File: src/rtl/latch_shift_chain_pkg.sv
// Shared definitions for the cascaded latching shift-register driver:
// FSM state encoding and the transfer-length helper.
package latch_shift_pkg;

  localparam logic [1:0] ST_IDLE_ENC     = 2'd0;
  localparam logic [1:0] ST_SHIFT_LO_ENC = 2'd1;
  localparam logic [1:0] ST_SHIFT_HI_ENC = 2'd2;
  localparam logic [1:0] ST_LATCH_ENC    = 2'd3;

  typedef enum logic [1:0] {
    ST_IDLE     = ST_IDLE_ENC,
    ST_SHIFT_LO = ST_SHIFT_LO_ENC,
    ST_SHIFT_HI = ST_SHIFT_HI_ENC,
    ST_LATCH    = ST_LATCH_ENC
  } state_t;

  // Bits per transfer for a chain of 'chains' devices of 'width' bits each.
  function automatic int TOTAL_BITS(input int width, input int chains);
    return width * chains;
  endfunction

endpackage

File: src/rtl/latch_shift_chain_if.sv
// Request/serial bundle between a requester (master) and the chain driver (slave).
interface latch_shift_chain_if #(
  parameter int TOTAL = 16
);
  logic             i_clk_stb;
  logic             i_start_stb;
  logic [TOTAL-1:0] i_parallel_data;
  logic             o_busy;
  logic             o_pending;
  logic             o_done_stb;
  logic             o_serial_data;
  logic             o_serial_clk;
  logic             o_serial_latch;

  modport master (
    output i_clk_stb, i_start_stb, i_parallel_data,
    input  o_busy, o_pending, o_done_stb, o_serial_data, o_serial_clk, o_serial_latch
  );

  modport slave (
    input  i_clk_stb, i_start_stb, i_parallel_data,
    output o_busy, o_pending, o_done_stb, o_serial_data, o_serial_clk, o_serial_latch
  );
endinterface

File: src/rtl/latch_shift_chain_serialiser.sv
// Load/shift register with bit-order selection and a remaining-bit down-counter.
// The word is stored already advanced by one bit: the first bit is handed to
// the caller combinationally at load time, so the register's top bit is always
// the next bit to present after a shift.
module shift_serialiser #(
  parameter int TOTAL     = 16,
  parameter int MSB_FIRST = 1,
  parameter int CW        = $clog2(TOTAL)
) (
  input  logic             i_clk,
  input  logic             i_reset,
  input  logic             i_load,
  input  logic             i_shift,
  input  logic [TOTAL-1:0] i_load_data,
  output logic             o_load_head,
  output logic             o_next_bit,
  output logic             o_cnt_zero
);

  logic [TOTAL-1:0] w_ordered;
  logic [TOTAL-1:0] r_shift;
  logic [CW-1:0]    r_count;

  // Reorder so the internal register always shifts towards its top bit.
  genvar gi;
  generate
    for (gi = 0; gi < TOTAL; gi++) begin : g_order
      if (MSB_FIRST != 0) begin : g_msb
        assign w_ordered[gi] = i_load_data[gi];
      end else begin : g_lsb
        assign w_ordered[gi] = i_load_data[TOTAL-1-gi];
      end
    end
  endgenerate

  assign o_load_head = w_ordered[TOTAL-1];
  assign o_next_bit  = r_shift[TOTAL-1];
  assign o_cnt_zero  = (r_count == '0);

  // Shift register and counter: load presets TOTAL-1 remaining bits.
  always_ff @(posedge i_clk) begin
    if (i_reset) begin
      r_shift <= '0;
      r_count <= '0;
    end else if (i_load) begin
      r_shift <= {w_ordered[TOTAL-2:0], 1'b0};
      r_count <= CW'(TOTAL - 1);
    end else if (i_shift) begin
      r_shift <= {r_shift[TOTAL-2:0], 1'b0};
      r_count <= r_count - 1'b1;
    end
  end

endmodule

File: src/rtl/latch_shift_chain.sv
// Drives a daisy-chain of 74HC595-style latching shift registers: shifts a
// TOTAL-bit word out one half-bit per pacing strobe, then pulses the latch.
// A one-entry pending buffer holds the newest request made while busy.
module latch_shift_chain
  import latch_shift_pkg::*;
#(
  parameter int WIDTH     = 8,
  parameter int CHAINS    = 2,
  parameter int MSB_FIRST = 1
) (
  input  logic               i_clk,
  input  logic               i_reset,
  latch_shift_chain_if.slave bus
);

  localparam int TOTAL = TOTAL_BITS(WIDTH, CHAINS);

  state_t           r_state, w_state_next;
  logic             r_busy, w_busy_next;
  logic             r_pend, w_pend_next;
  logic [TOTAL-1:0] r_pbuf, w_pbuf_next;
  logic             r_done, w_done_next;
  logic             r_data, w_data_next;
  logic             r_sclk, w_sclk_next;
  logic             r_latch, w_latch_next;

  logic             w_load;
  logic             w_shift;
  logic [TOTAL-1:0] w_load_data;
  logic             w_load_head;
  logic             w_next_bit;
  logic             w_cnt_zero;

  shift_serialiser #(
    .TOTAL     (TOTAL),
    .MSB_FIRST (MSB_FIRST)
  ) u_ser (
    .i_clk       (i_clk),
    .i_reset     (i_reset),
    .i_load      (w_load),
    .i_shift     (w_shift),
    .i_load_data (w_load_data),
    .o_load_head (w_load_head),
    .o_next_bit  (w_next_bit),
    .o_cnt_zero  (w_cnt_zero)
  );

  // Next-state, pending-buffer and registered-output logic.
  always_comb begin
    w_state_next = r_state;
    w_pend_next  = r_pend;
    w_pbuf_next  = r_pbuf;
    w_done_next  = 1'b0;
    w_data_next  = r_data;
    w_sclk_next  = r_sclk;
    w_latch_next = r_latch;
    w_load       = 1'b0;
    w_shift      = 1'b0;
    w_load_data  = bus.i_parallel_data;

    // Requests while busy land in the buffer; latest one wins.
    if (bus.i_start_stb && (r_state != ST_IDLE)) begin
      w_pend_next = 1'b1;
      w_pbuf_next = bus.i_parallel_data;
    end

    case (r_state)
      ST_IDLE: begin
        w_data_next  = 1'b0;
        w_sclk_next  = 1'b0;
        w_latch_next = 1'b0;
        if (bus.i_start_stb) begin
          w_load       = 1'b1;
          w_data_next  = w_load_head;
          w_state_next = ST_SHIFT_LO;
        end
      end
      ST_SHIFT_LO: begin
        if (bus.i_clk_stb) begin
          w_sclk_next  = 1'b1;
          w_state_next = ST_SHIFT_HI;
        end
      end
      ST_SHIFT_HI: begin
        if (bus.i_clk_stb) begin
          w_sclk_next = 1'b0;
          if (!w_cnt_zero) begin
            w_shift      = 1'b1;
            w_data_next  = w_next_bit;
            w_state_next = ST_SHIFT_LO;
          end else begin
            w_latch_next = 1'b1;
            w_data_next  = 1'b0;
            w_state_next = ST_LATCH;
          end
        end
      end
      ST_LATCH: begin
        if (bus.i_clk_stb) begin
          w_latch_next = 1'b0;
          w_done_next  = 1'b1;
          // A start on this very strobe bypasses and discards the buffer.
          if (bus.i_start_stb || r_pend) begin
            w_load       = 1'b1;
            w_load_data  = bus.i_start_stb ? bus.i_parallel_data : r_pbuf;
            w_pend_next  = 1'b0;
            w_data_next  = w_load_head;
            w_sclk_next  = 1'b0;
            w_state_next = ST_SHIFT_LO;
          end else begin
            w_state_next = ST_IDLE;
          end
        end
      end
      default: begin
        w_state_next = ST_IDLE;
      end
    endcase

    w_busy_next = (w_state_next != ST_IDLE);
  end

  // State and output registers; reset aborts any transfer silently.
  always_ff @(posedge i_clk) begin
    if (i_reset) begin
      r_state <= ST_IDLE;
      r_busy  <= 1'b0;
      r_pend  <= 1'b0;
      r_pbuf  <= '0;
      r_done  <= 1'b0;
      r_data  <= 1'b0;
      r_sclk  <= 1'b0;
      r_latch <= 1'b0;
    end else begin
      r_state <= w_state_next;
      r_busy  <= w_busy_next;
      r_pend  <= w_pend_next;
      r_pbuf  <= w_pbuf_next;
      r_done  <= w_done_next;
      r_data  <= w_data_next;
      r_sclk  <= w_sclk_next;
      r_latch <= w_latch_next;
    end
  end

  assign bus.o_busy         = r_busy;
  assign bus.o_pending      = r_pend;
  assign bus.o_done_stb     = r_done;
  assign bus.o_serial_data  = r_data;
  assign bus.o_serial_clk   = r_sclk;
  assign bus.o_serial_latch = r_latch;

endmodule
File: src/flat_wrapper.sv
// flat-port wrapper written by rule: the top's interface ports become plain ports
module latch_shift_chain_flat import latch_shift_pkg::*;
#(
  parameter int WIDTH     = 8,
  parameter int CHAINS    = 2,
  parameter int MSB_FIRST = 1
)
  (i_clk, i_reset, bus_i_clk_stb, bus_i_start_stb, bus_i_parallel_data, bus_o_busy, bus_o_pending, bus_o_done_stb, bus_o_serial_data, bus_o_serial_clk, bus_o_serial_latch);
  latch_shift_chain_if bus_i ();
  input  logic i_clk;
  input  logic i_reset;
  input wire logic [$bits(bus_i.i_clk_stb)-1:0] bus_i_clk_stb;
  input wire logic [$bits(bus_i.i_start_stb)-1:0] bus_i_start_stb;
  input wire logic [$bits(bus_i.i_parallel_data)-1:0] bus_i_parallel_data;
  output wire logic [$bits(bus_i.o_busy)-1:0] bus_o_busy;
  output wire logic [$bits(bus_i.o_pending)-1:0] bus_o_pending;
  output wire logic [$bits(bus_i.o_done_stb)-1:0] bus_o_done_stb;
  output wire logic [$bits(bus_i.o_serial_data)-1:0] bus_o_serial_data;
  output wire logic [$bits(bus_i.o_serial_clk)-1:0] bus_o_serial_clk;
  output wire logic [$bits(bus_i.o_serial_latch)-1:0] bus_o_serial_latch;
  assign bus_i.i_clk_stb = bus_i_clk_stb;
  assign bus_i.i_start_stb = bus_i_start_stb;
  assign bus_i.i_parallel_data = bus_i_parallel_data;
  assign bus_o_busy = bus_i.o_busy;
  assign bus_o_pending = bus_i.o_pending;
  assign bus_o_done_stb = bus_i.o_done_stb;
  assign bus_o_serial_data = bus_i.o_serial_data;
  assign bus_o_serial_clk = bus_i.o_serial_clk;
  assign bus_o_serial_latch = bus_i.o_serial_latch;
  latch_shift_chain #(.WIDTH(WIDTH), .CHAINS(CHAINS), .MSB_FIRST(MSB_FIRST)) u_core (.i_clk(i_clk), .i_reset(i_reset), .bus(bus_i));
endmodule
File: config.mk
export PLATFORM = sky130hd
export DESIGN_NAME = latch_shift_chain_flat
export DESIGN_NICKNAME = d
export VERILOG_FILES = /design/src/rtl/latch_shift_chain_pkg.sv /design/src/rtl/latch_shift_chain_if.sv /design/src/rtl/latch_shift_chain_serialiser.sv /design/src/rtl/latch_shift_chain.sv /design/src/flat_wrapper.sv
export SDC_FILE = /design/constraint.sdc
export NUM_CORES = 1
export LEC_CHECK = 0
export CAP_MARGIN = 0
export CORE_MARGIN = 10
export CORE_UTILIZATION = 50
export DETAILED_ROUTE_END_ITERATION = 8
export PLACE_DENSITY = 0.86
export SKIP_LAST_GASP = 1
export SLEW_MARGIN = 20
export SYNTH_ARGS = -nofsm -noshare
export SYNTH_HDL_FRONTEND = slang
export SYNTH_SLANG_ARGS = --single-unit
export TNS_END_PERCENT = 5
File: constraint.sdc
create_clock -name i_clk -period 1.61 [get_ports i_clk]
set_input_delay 0.322 -clock i_clk [delete_from_list [all_inputs] [get_ports i_clk]]
set_output_delay 0.322 -clock i_clk [all_outputs]
set_load 0.1 [all_outputs]
==> metrics.csv <==
stage;metric;value;unit
route;avgRoutedWirePerCell;15.5;um
global_routing;grt_max_degree;25;
route;dr.first_iter.drc_count;119;
yosys;async_reset_ff_share;0;%
critical_path;cp-start-kind;flip-flop;
timing;max_slew_margin;79.2;%
clock_tree;clockBufferDepth;2;
yosys;synth_edf_count;0;
timing;setup_ws;-0.106;ns
place;portBuffers;25;
route;wl;5640;um
timing;finalSetupTns;-1.39;ns
yosys;ys_types;45;
outcome;status;complete, but fails checks;
timing;hold_violations;0;
critical_path;worstPathRequired;1.79;ns
yosys;synth_area;2250;um^2
timing;rsz0062_at_grt;true;
timing;min_period;1.72;ns
clock_tree;cts.clk_slew.worst_paths;0.08;ns
route;ant_nets;0;
yosys;yosysWarnings;0;
floorplanning;core;4350;um^2
worst_hold_path;min-delay-start;u_core.r_pbuf[7]$_SDFFE_PP0P_;
power;seq_power_share;40.9;%
critical_path;worstPathMaxFanout;6;
final_layout;finalNetCount;335;
floorplanning;rows;24;
yosys;yosys_register_bits;43;
final_layout;diodes;0;
timing;fmax;0.583;GHz
power;p_clk_share;28.4;%
final_layout;fill_cells;288;
worst_hold_path;hp-class;reg -> reg;
yosys;synth_flop_cell;dfxtp_1;
critical_path;arrival;1.90;ns
critical_path;worstReg2RegStart;u_core.u_ser.r_count[0]$_SDFFE_PP0P_;
clock_tree;cts_htree_levels;2;
place;dp_hpwl;3810;um
floorplanning;dieArea;7590;um^2
final_layout;drive_above_1_share;31.5;%
route;viasPerCell;5.55;
route;drcViolationCount;0;
power;total_power;3.09;mW
floorplanning;initial_utilization;51.7;%
route;first_pass_iters;4;
power;p_leak;1.18;nW
clock_tree;cts_hold_buffers;0;
final_layout;final_common_cell;nand2_1;
timing;setup_viol;22;
power;p_sw;939;uW
yosys;synth_area_per_cell;8.83;um^2
power;internal_power;2.15;mW
power;powerDensity;1030;nW/um^2
clock_tree;cts_root_buf;clkbuf_8;
power;comb_power_share;30.7;%
yosys;syn_inst;255;
floorplanning;die_y;87.1;um
yosys;synth_top_cell_by_area;dfxtp_1;
timing;whs;0.459;ns
clock_tree;insertion_delay;0.30;ns
outcome;violations;negative setup slack;
place;gp_congestion;0.812;
final_layout;instances_no_fill;363;
job;cap_violations;0;
yosys;synth_area_leaders;dfxtp_1, nand2_1, a311oi_1;
critical_path;crit_path_end_kind;flip-flop;
yosys;synth_top_area_share;38.2;%
critical_path;critPathLaunch;u_core.u_ser.r_count[0]$_SDFFE_PP0P_;
yosys;synth_fp_nets;280;
critical_path;crit_type;reg -> reg;
global_routing;grt_pass1_vias;1957;
yosys;synth-seq-area-share;38.2;%
clock_tree;cts.sinks;43;
place;placed_cells;349;
global_routing;grt_pass1_wl;8730;um
global_routing;track_usage;14.1;%
clock_tree;numCtsBuffers;5;
floorplanning;fp.dieW;87.1;um
final_layout;area_growth;32.7;%
clock_tree;cts_tree;yes;
timing;slew_violations;0;
timing;clock-skew-final;0.00772;ns
floorplanning;io_pins;26;
power;p_sw_share;30.4;%
route;num_vias;2015;
timing;min_period_over_period;107;%
power;ir_drop;0.000605;V
global_routing;grt-ovfl-total;0;
global_routing;grt_antenna_before_repair;0;
final_layout;most-common-layout-cells;nand2_1, dfxtp_1, buf_4;
timing;worst_pin_slew;0.311;ns
-- timing repair --
item	4_1_cts	5_1_grt
pin swaps	4	1
resized for setup	9	11
setup buffers	3	1
setup endpoints to repair	37	38
gates cloned	1	1
-- layout make-up --
type | count | area (um^2) | share of cell area, %
multi-input combinational | 186 | 1230 | 41.1
inverter | 5 | 18.8 | 0.628
clock inverter | 2 | 35.0 | 1.17
sequential | 43 | 865 | 28.9
clock buffer | 6 | 82.6 | 2.76
tap | 52 | 65.1 | 2.18
timing repair buffer | 69 | 693 | 23.2
-- state kept, by name (all words and copies together), names as in the netlist, 2 cells and up --
signal,flops
u_core.r_state,2
u_core.u_ser.r_shift,15
u_core.u_ser.r_count,4
u_core.r_pbuf,16
-- worst max-delay path: stages (launching register included) --
cell,delay (ns)
dfxtp_2,0.33
inv_2,0.08
ha_4,0.13
or3b_4,0.38
buf_6,0.14
buf_6,0.12
and3_1,0.16
a211oi_2,0.15
a311oi_1,0.08
-- final timing paths --
check | slack, ns | to | cells past startpoint
worst max register to register | -0.11 | u_core.u_ser.r_shift[13]$_SDFFE_PP0P_ | 8
worst min-delay path | 0.46 | u_core.r_pbuf[7]$_SDFFE_PP0P_ | 2
worst max-delay path | -0.11 | u_core.u_ser.r_shift[13]$_SDFFE_PP0P_ | 8
worst min register to register | 0.46 | u_core.r_pbuf[7]$_SDFFE_PP0P_ | 2
-- logic make-up after synthesis --
family	Yosys count	synth area share, %
flip-flops	43	38.2
multiplexers	1	0.500
adder cells (fa/ha/maj)	5	2.78
AND/OR/NAND/NOR	113	25.4
buffers and inverters	27	10.8
AO/OA/AOI/OAI	64	21.6
XOR/XNOR	2	0.778
-- Yosys cell counts (all sizes together), types with 2 or more instances --
library cell,count
nand2b,3
a311oi,15
inv,5
nor3,6
nor2b,3
clkbuf,12
nand2,67
a211oi,15
nor3b,3
ha,5
nand3,3
buf,10
and3,14
nand4b,2
nor2,7
a21oi,22
a31oi,2
dfxtp,43
-- power groups by stage --
stage / Combinational (mW) / Clock, mW / Sequential [mW]
after floorplan: 0.459 / 0 / 1.35
after global routing: 1.02 / 0.924 / 1.27
after detailed placement: 0.841 / 0 / 1.27
after global placement: 0.812 / 0 / 1.27
final: 0.948 / 0.878 / 1.26
after CTS: 0.906 / 0.882 / 1.25
-- metal layers --
layer / routed length, um / global-route usage (%) / part of all wire (%) / up-vias
met3: 246 / 3.56 / 4.4 / 6
met5: 0 / 0 / 0 / -
met2: 2880 / 24.2 / 51 / 49
met1: 2440 / 16.1 / 43 / 949
li1: - / - / - / 1011
met4: 72 / 5.65 / 1.3 / 0
-- stage by stage --
step           utilization [%]  setup WS (ns)  instance area (um^2)
3_5_place_dp              62.7         -0.374                  2730
2_1_floorplan                -        -0.0391                  2260
6_report                  68.6         -0.106                  2990
3_3_place_gp              62.7         -0.265                  2730
4_1_cts                   66.7         -0.115                  2900
5_1_grt                   68.6         -0.173                  2990
Note: power is estimated with default switching activity, not from simulation.
==> edit 1: new RTL, same settings <==
Make the reset (`i_reset`) asynchronous in 2 clocked blocks.
--- a/src/rtl/latch_shift_chain_serialiser.sv
+++ b/src/rtl/latch_shift_chain_serialiser.sv
@@ -40,3 +40,3 @@
   // Shift register and counter: load presets TOTAL-1 remaining bits.
-  always_ff @(posedge i_clk) begin
+  always_ff @(posedge i_clk or posedge i_reset) begin
     if (i_reset) begin
--- a/src/rtl/latch_shift_chain.sv
+++ b/src/rtl/latch_shift_chain.sv
@@ -123,3 +123,3 @@
   // State and output registers; reset aborts any transfer silently.
-  always_ff @(posedge i_clk) begin
+  always_ff @(posedge i_clk or posedge i_reset) begin
     if (i_reset) begin
Formal check against the unedited RTL: differs if i_reset is asserted again (counterexample within 4 cycles, from zero or initial values and one cycle with i_reset high); with i_reset held inactive, the same outputs for 10 cycles.
==> edit 1 against the unedited design <==
Sequential cell count unchanged. Wire length shrank 24%. Design area fell by 2.9%. Setup slack better by 0.11 ns. Non-clock buffer count down 16. Synthesized area fell by 2.7%. Sequential share of layout area increased by 8.4 points. Critical endpoint is now u_core.bus.o_busy. Largest cell class is now flip-flops and latches. Die area decreased by 2.1%.
Power is not compared: it rests on default switching activity, and its combinational part moved more than twofold at a synthesized area within 25%.
==> edit 1: results (changes against the unedited design) <==
metric,value,unit,change
Met3 Routed Length,169,µm,was 246 µm
Post-CTS Resized,2,,was 9
mux contribution to synthesized area,0.284,,was 0.00500
"Reg clk slew, reported paths",0.08,ns,about the same
Global Route Usage Sum,0.124,,was 0.141
share of synthesized registers carrying an async set or reset,1.00,,was 0
layout cells sized above 1,0.346,,was 0.315
outcome,"complete, no violations",,"was finished, violations left"
routed len/inst,15.4,µm,was 15.5 µm
Post-Synth Adder-Cell Area,0.0285,,was 0.0278
Syn Nets,202,,was 280
Synth area leaders,"dfrtp_1 49%, mux2i_1 20%, mux2_2 8.7%, ha_1 2.9%, buf_4 1.7%",,"was dfxtp_1 38%, nand2_1 11%, a311oi_1 5.8%, a21oi_1 4.9%, clkbuf_8 4.3%"
clock skew,0.00857,ns,was 0.00772 ns
routed vias/inst,5.45,,was 5.55
Post CTS Setup Buffer Count,0,,was 3
slowest CP cell,dfrtp_2,,was or3b_4
"Largest delay share family, worst path",compound AO/OA/AOI/OAI gates,,was simple AND/OR/NAND/NOR gates
largest net degree at the start of global routing,44,,was 25
Synth Area in Compound Gates,0.0759,,was 0.216
Met2 Wirelength,2200,µm,was 2880 µm
xor/xnor share of the synthesized area,0.00799,,was 0.00778
drt initial violations,81,,was 119
Synth Instances,177,,was 255
Rel. slew slack,0.753,,was 0.792
number of global-route vias before repair,1659,,"was 1,957"
HPWL Detailed,3170,µm,was 3810 µm
synth cell count leaders,"43 x dfrtp_1, 43 x mux2i_1, 17 x mux2_2",,"was 66 x nand2_1, 43 x dfxtp_1, 22 x a21oi_1"
Post-DP Area,2700,µm²,was 2730 µm²
first-pass GRT wire length,7600,µm,was 8730 µm
GPL Wtd Cong,0.788,,was 0.812
Synth Warn #,0,,unchanged
n_diodes,0,,unchanged
H-tree lvl count,2,,unchanged
Setup WS pre-CTS,-0.295,ns,was -0.374 ns
Critical Path Fanout Max,4,,was 6
Layout fillers,308,,was 288
Synth cell types,35,,was 45
DRT Pass-1 Iters,4,,unchanged
Layout Nets,253,,was 335
Hold Crit Class,in2async,,was reg2reg
largest family of logic cells by synthesized area,multiplexers,,was simple AND/OR/NAND/NOR gates
met1 global-route usage,0.142,,was 0.161
Non-Filler Instances,280,,was 363
"Arr. time, crit path",1.78,ns,was 1.90 ns
M3 GR Usage,0.0422,,was 0.0356
proportion of synthesized chip area in sequential cells,0.491,,was 0.382
met2 Track Usage GR,0.212,,was 0.242
## edit 1: layout make-up
cell class | count | area (µm²) | area share
clock buffer | 6 | 82.6 | 0.0285
clock inverter | 1 | 5.00 | 0.00172
inverter | 9 | 33.8 | 0.0116
multi-input combinational | 116 | 1080 | 0.371
sequential | 43 | 1080 | 0.373
tap | 52 | 65.1 | 0.0224
timing repair buffer | 53 | 557 | 0.192
## edit 1: path summary, 6_finish.rpt
| path | startpoint | cells after the start | to | slack, ns |
|---|---|---|---|---|
| worst max register to register | u_core.r_state[0] | 6 | u_core.bus.o_busy | 0.002 |
| max in group asynchronous | i_reset | 3 | u_core.r_state[1] | 0.99 |
| worst min register to register | u_core.r_pbuf[1] | 1 | u_core.r_pbuf[1] | 0.51 |
| min in group i_clk | u_core.r_pbuf[1] | 1 | u_core.r_pbuf[1] | 0.51 |
| worst min-delay path | i_reset | 3 | u_core.bus.o_done_stb | 0.39 |
| worst max-delay path | u_core.r_state[0] | 6 | u_core.bus.o_busy | 0.002 |
==> edit 2: new RTL, same settings <==
Made on the original files. Take the reset off `r_pbuf` and load it in a clocked block of its own.
--- a/src/rtl/latch_shift_chain.sv
+++ b/src/rtl/latch_shift_chain.sv
@@ -128,3 +128,2 @@
       r_pend  <= 1'b0;
-      r_pbuf  <= '0;
       r_done  <= 1'b0;
@@ -137,3 +136,2 @@
       r_pend  <= w_pend_next;
-      r_pbuf  <= w_pbuf_next;
       r_done  <= w_done_next;
@@ -143,2 +141,6 @@
     end
+  end
+
+  always_ff @(posedge i_clk) begin
+    r_pbuf <= w_pbuf_next;
   end
Formal check against the unedited RTL: no difference found for any inputs over 10 cycles, from zero or initial values and one cycle with i_reset high; that may be too few to reach the edited logic, so the function may still have changed.
==> edit 2 against the unedited design <==
Setup slack better by 0.13 ns. Non-clock buffer count shrank 12. Synthesized area is 11% lower. Largest cell class is now flip-flops and latches. Die area down 8.3%. Power down 8.9%. Hold slack gained 0.0097 ns. Synthesized cell count fell by 15%. Wire length is 5.9% lower. Critical path type unchanged. Sequential share of layout area up 7.6 points. Design area decreased by 5.2%. Count of clock-buffer cells in the layout unchanged. Sequential cell count stayed put.
==> edit 2: results (changes against the unedited design) <==
metric,value,unit,change
final hold slack,0.469,ns,was 0.459 ns
Post CTS Setup Buffer Count,1,,was 3
Worst Setup EP,u_core.bus.o_busy,,was u_core.u_ser.r_shift[13]
first-pass GRT wire length,8270,µm,was 8730 µm
Met3 Routed Length,254,µm,was 246 µm
Comb power,0.000555,W,was 0.000948 W
Clk network pwr share,0.349,,was 0.284
Post-DP Area,2570,µm²,was 2730 µm²
Critical Path Fanout Max,7,,was 6
Layout Nets,289,,was 335
Met1 Wirelength,2200,µm,was 2440 µm
Power Density,994,nW/µm²,was 1030 nW/µm²
clk_lat worst skew,0.29,ns,
Syn Nets,241,,was 280
largest net degree at the start of global routing,17,,was 25
Synth cell types,42,,was 45
synth cell count leaders,"61 x nand2_1, 27 x dfxtp_1, 16 x edfxtp_1",,"was 66 x nand2_1, 43 x dfxtp_1, 22 x a21oi_1"
Global Route Usage Sum,0.139,,was 0.141
"EDFF count, synth",16,,was 0
R2R depth,6,,was 8
Post-Synth Adder-Cell Area,0.0311,,was 0.0278
HPWL Detailed,3650,µm,was 3810 µm
number of global-route vias before repair,1749,,"was 1,957"
"Arr. time, crit path",1.82,ns,was 1.90 ns
Final Critical Period,1.59,ns,was 1.72 ns
reg2reg start,u_core.r_state[0],,was u_core.u_ser.r_count[0]
Synth Area in Compound Gates,0.200,,was 0.216
clock skew,0.00559,ns,was 0.00772 ns
register area,1030,µm²,was 865 µm²
mux contribution to synthesized area,0.0106,,was 0.00500
outcome,"complete, no violations",,"was finished, violations left"
Synth area leaders,"dfxtp_1 27%, edfxtp_1 24%, nand2_1 11%, a31o_2 6.1%, a31oi_1 4.7%",,"was dfxtp_1 38%, nand2_1 11%, a311oi_1 5.8%, a21oi_1 4.9%, clkbuf_8 4.3%"
worst hold endpoint,u_core.u_ser.r_shift[9],,was u_core.r_pbuf[7]
Pleak,1.07,nW,was 1.18 nW
proportion of synthesized chip area in sequential cells,0.507,,was 0.382
Non-Filler Instances,313,,was 363
Synth Instances,216,,was 255
Met2 Wirelength,2760,µm,was 2880 µm
layout cells sized above 1,0.321,,was 0.315
Net Sw Frac,0.251,,was 0.304
maximum VDD drop,0.513,mV,was 0.605 mV
GPL Wtd Cong,0.873,,was 0.812
Post-CTS Resized,4,,was 9
Hold Startpoint,u_core.u_ser.r_shift[8],,was u_core.r_pbuf[7]
slowest CP cell,dfxtp_4,,was or3b_4
share of synthesized registers carrying an async set or reset,0,,unchanged
xor/xnor share of the synthesized area,0.0131,,was 0.00778
WL final,5310,µm,was 5640 µm
placed insts,304,,was 349
Layout fillers,240,,was 288
Vias,1792,,"was 2,015"
M3 GR Usage,0.0225,,was 0.0356
-- edit 2: cell count changes after synthesis, moves of 4 or more --
cell / before / now
a31o_2: 0 / 14
buf_2: 1 / 8
a311oi_1: 15 / 1
a21oi_1: 22 / 10
edfxtp_1: 0 / 16
a211oi_2: 7 / 0
o21ai_0: 1 / 5
nand2_1: 66 / 61
dfxtp_1: 43 / 27
a31oi_1: 2 / 15
a211oi_1: 8 / 2
and3_1: 6 / 0
and3_2: 7 / 0
clkbuf_8: 7 / 0
-- edit 2: layout make-up --
cell class,instances,share of cell area
Tap cell,48,0.0212
Sequential cell,43,0.365
Clock buffer,6,0.0256
Timing Repair Buffer,57,0.216
Clock inverter,2,0.0212
Inverter,7,0.00928
Multi-Input combinational cell,150,0.341
-- edit 2: critical path, delay by kind of cell, from the launching register on --
family	cells	cell delay, ns
AO/OA/AOI/OAI	2	0.43
adder cells (fa/ha/maj)	1	0.20
buffers and inverters	1	0.11
flip-flops	1	0.37
AND/OR/NAND/NOR	2	0.43
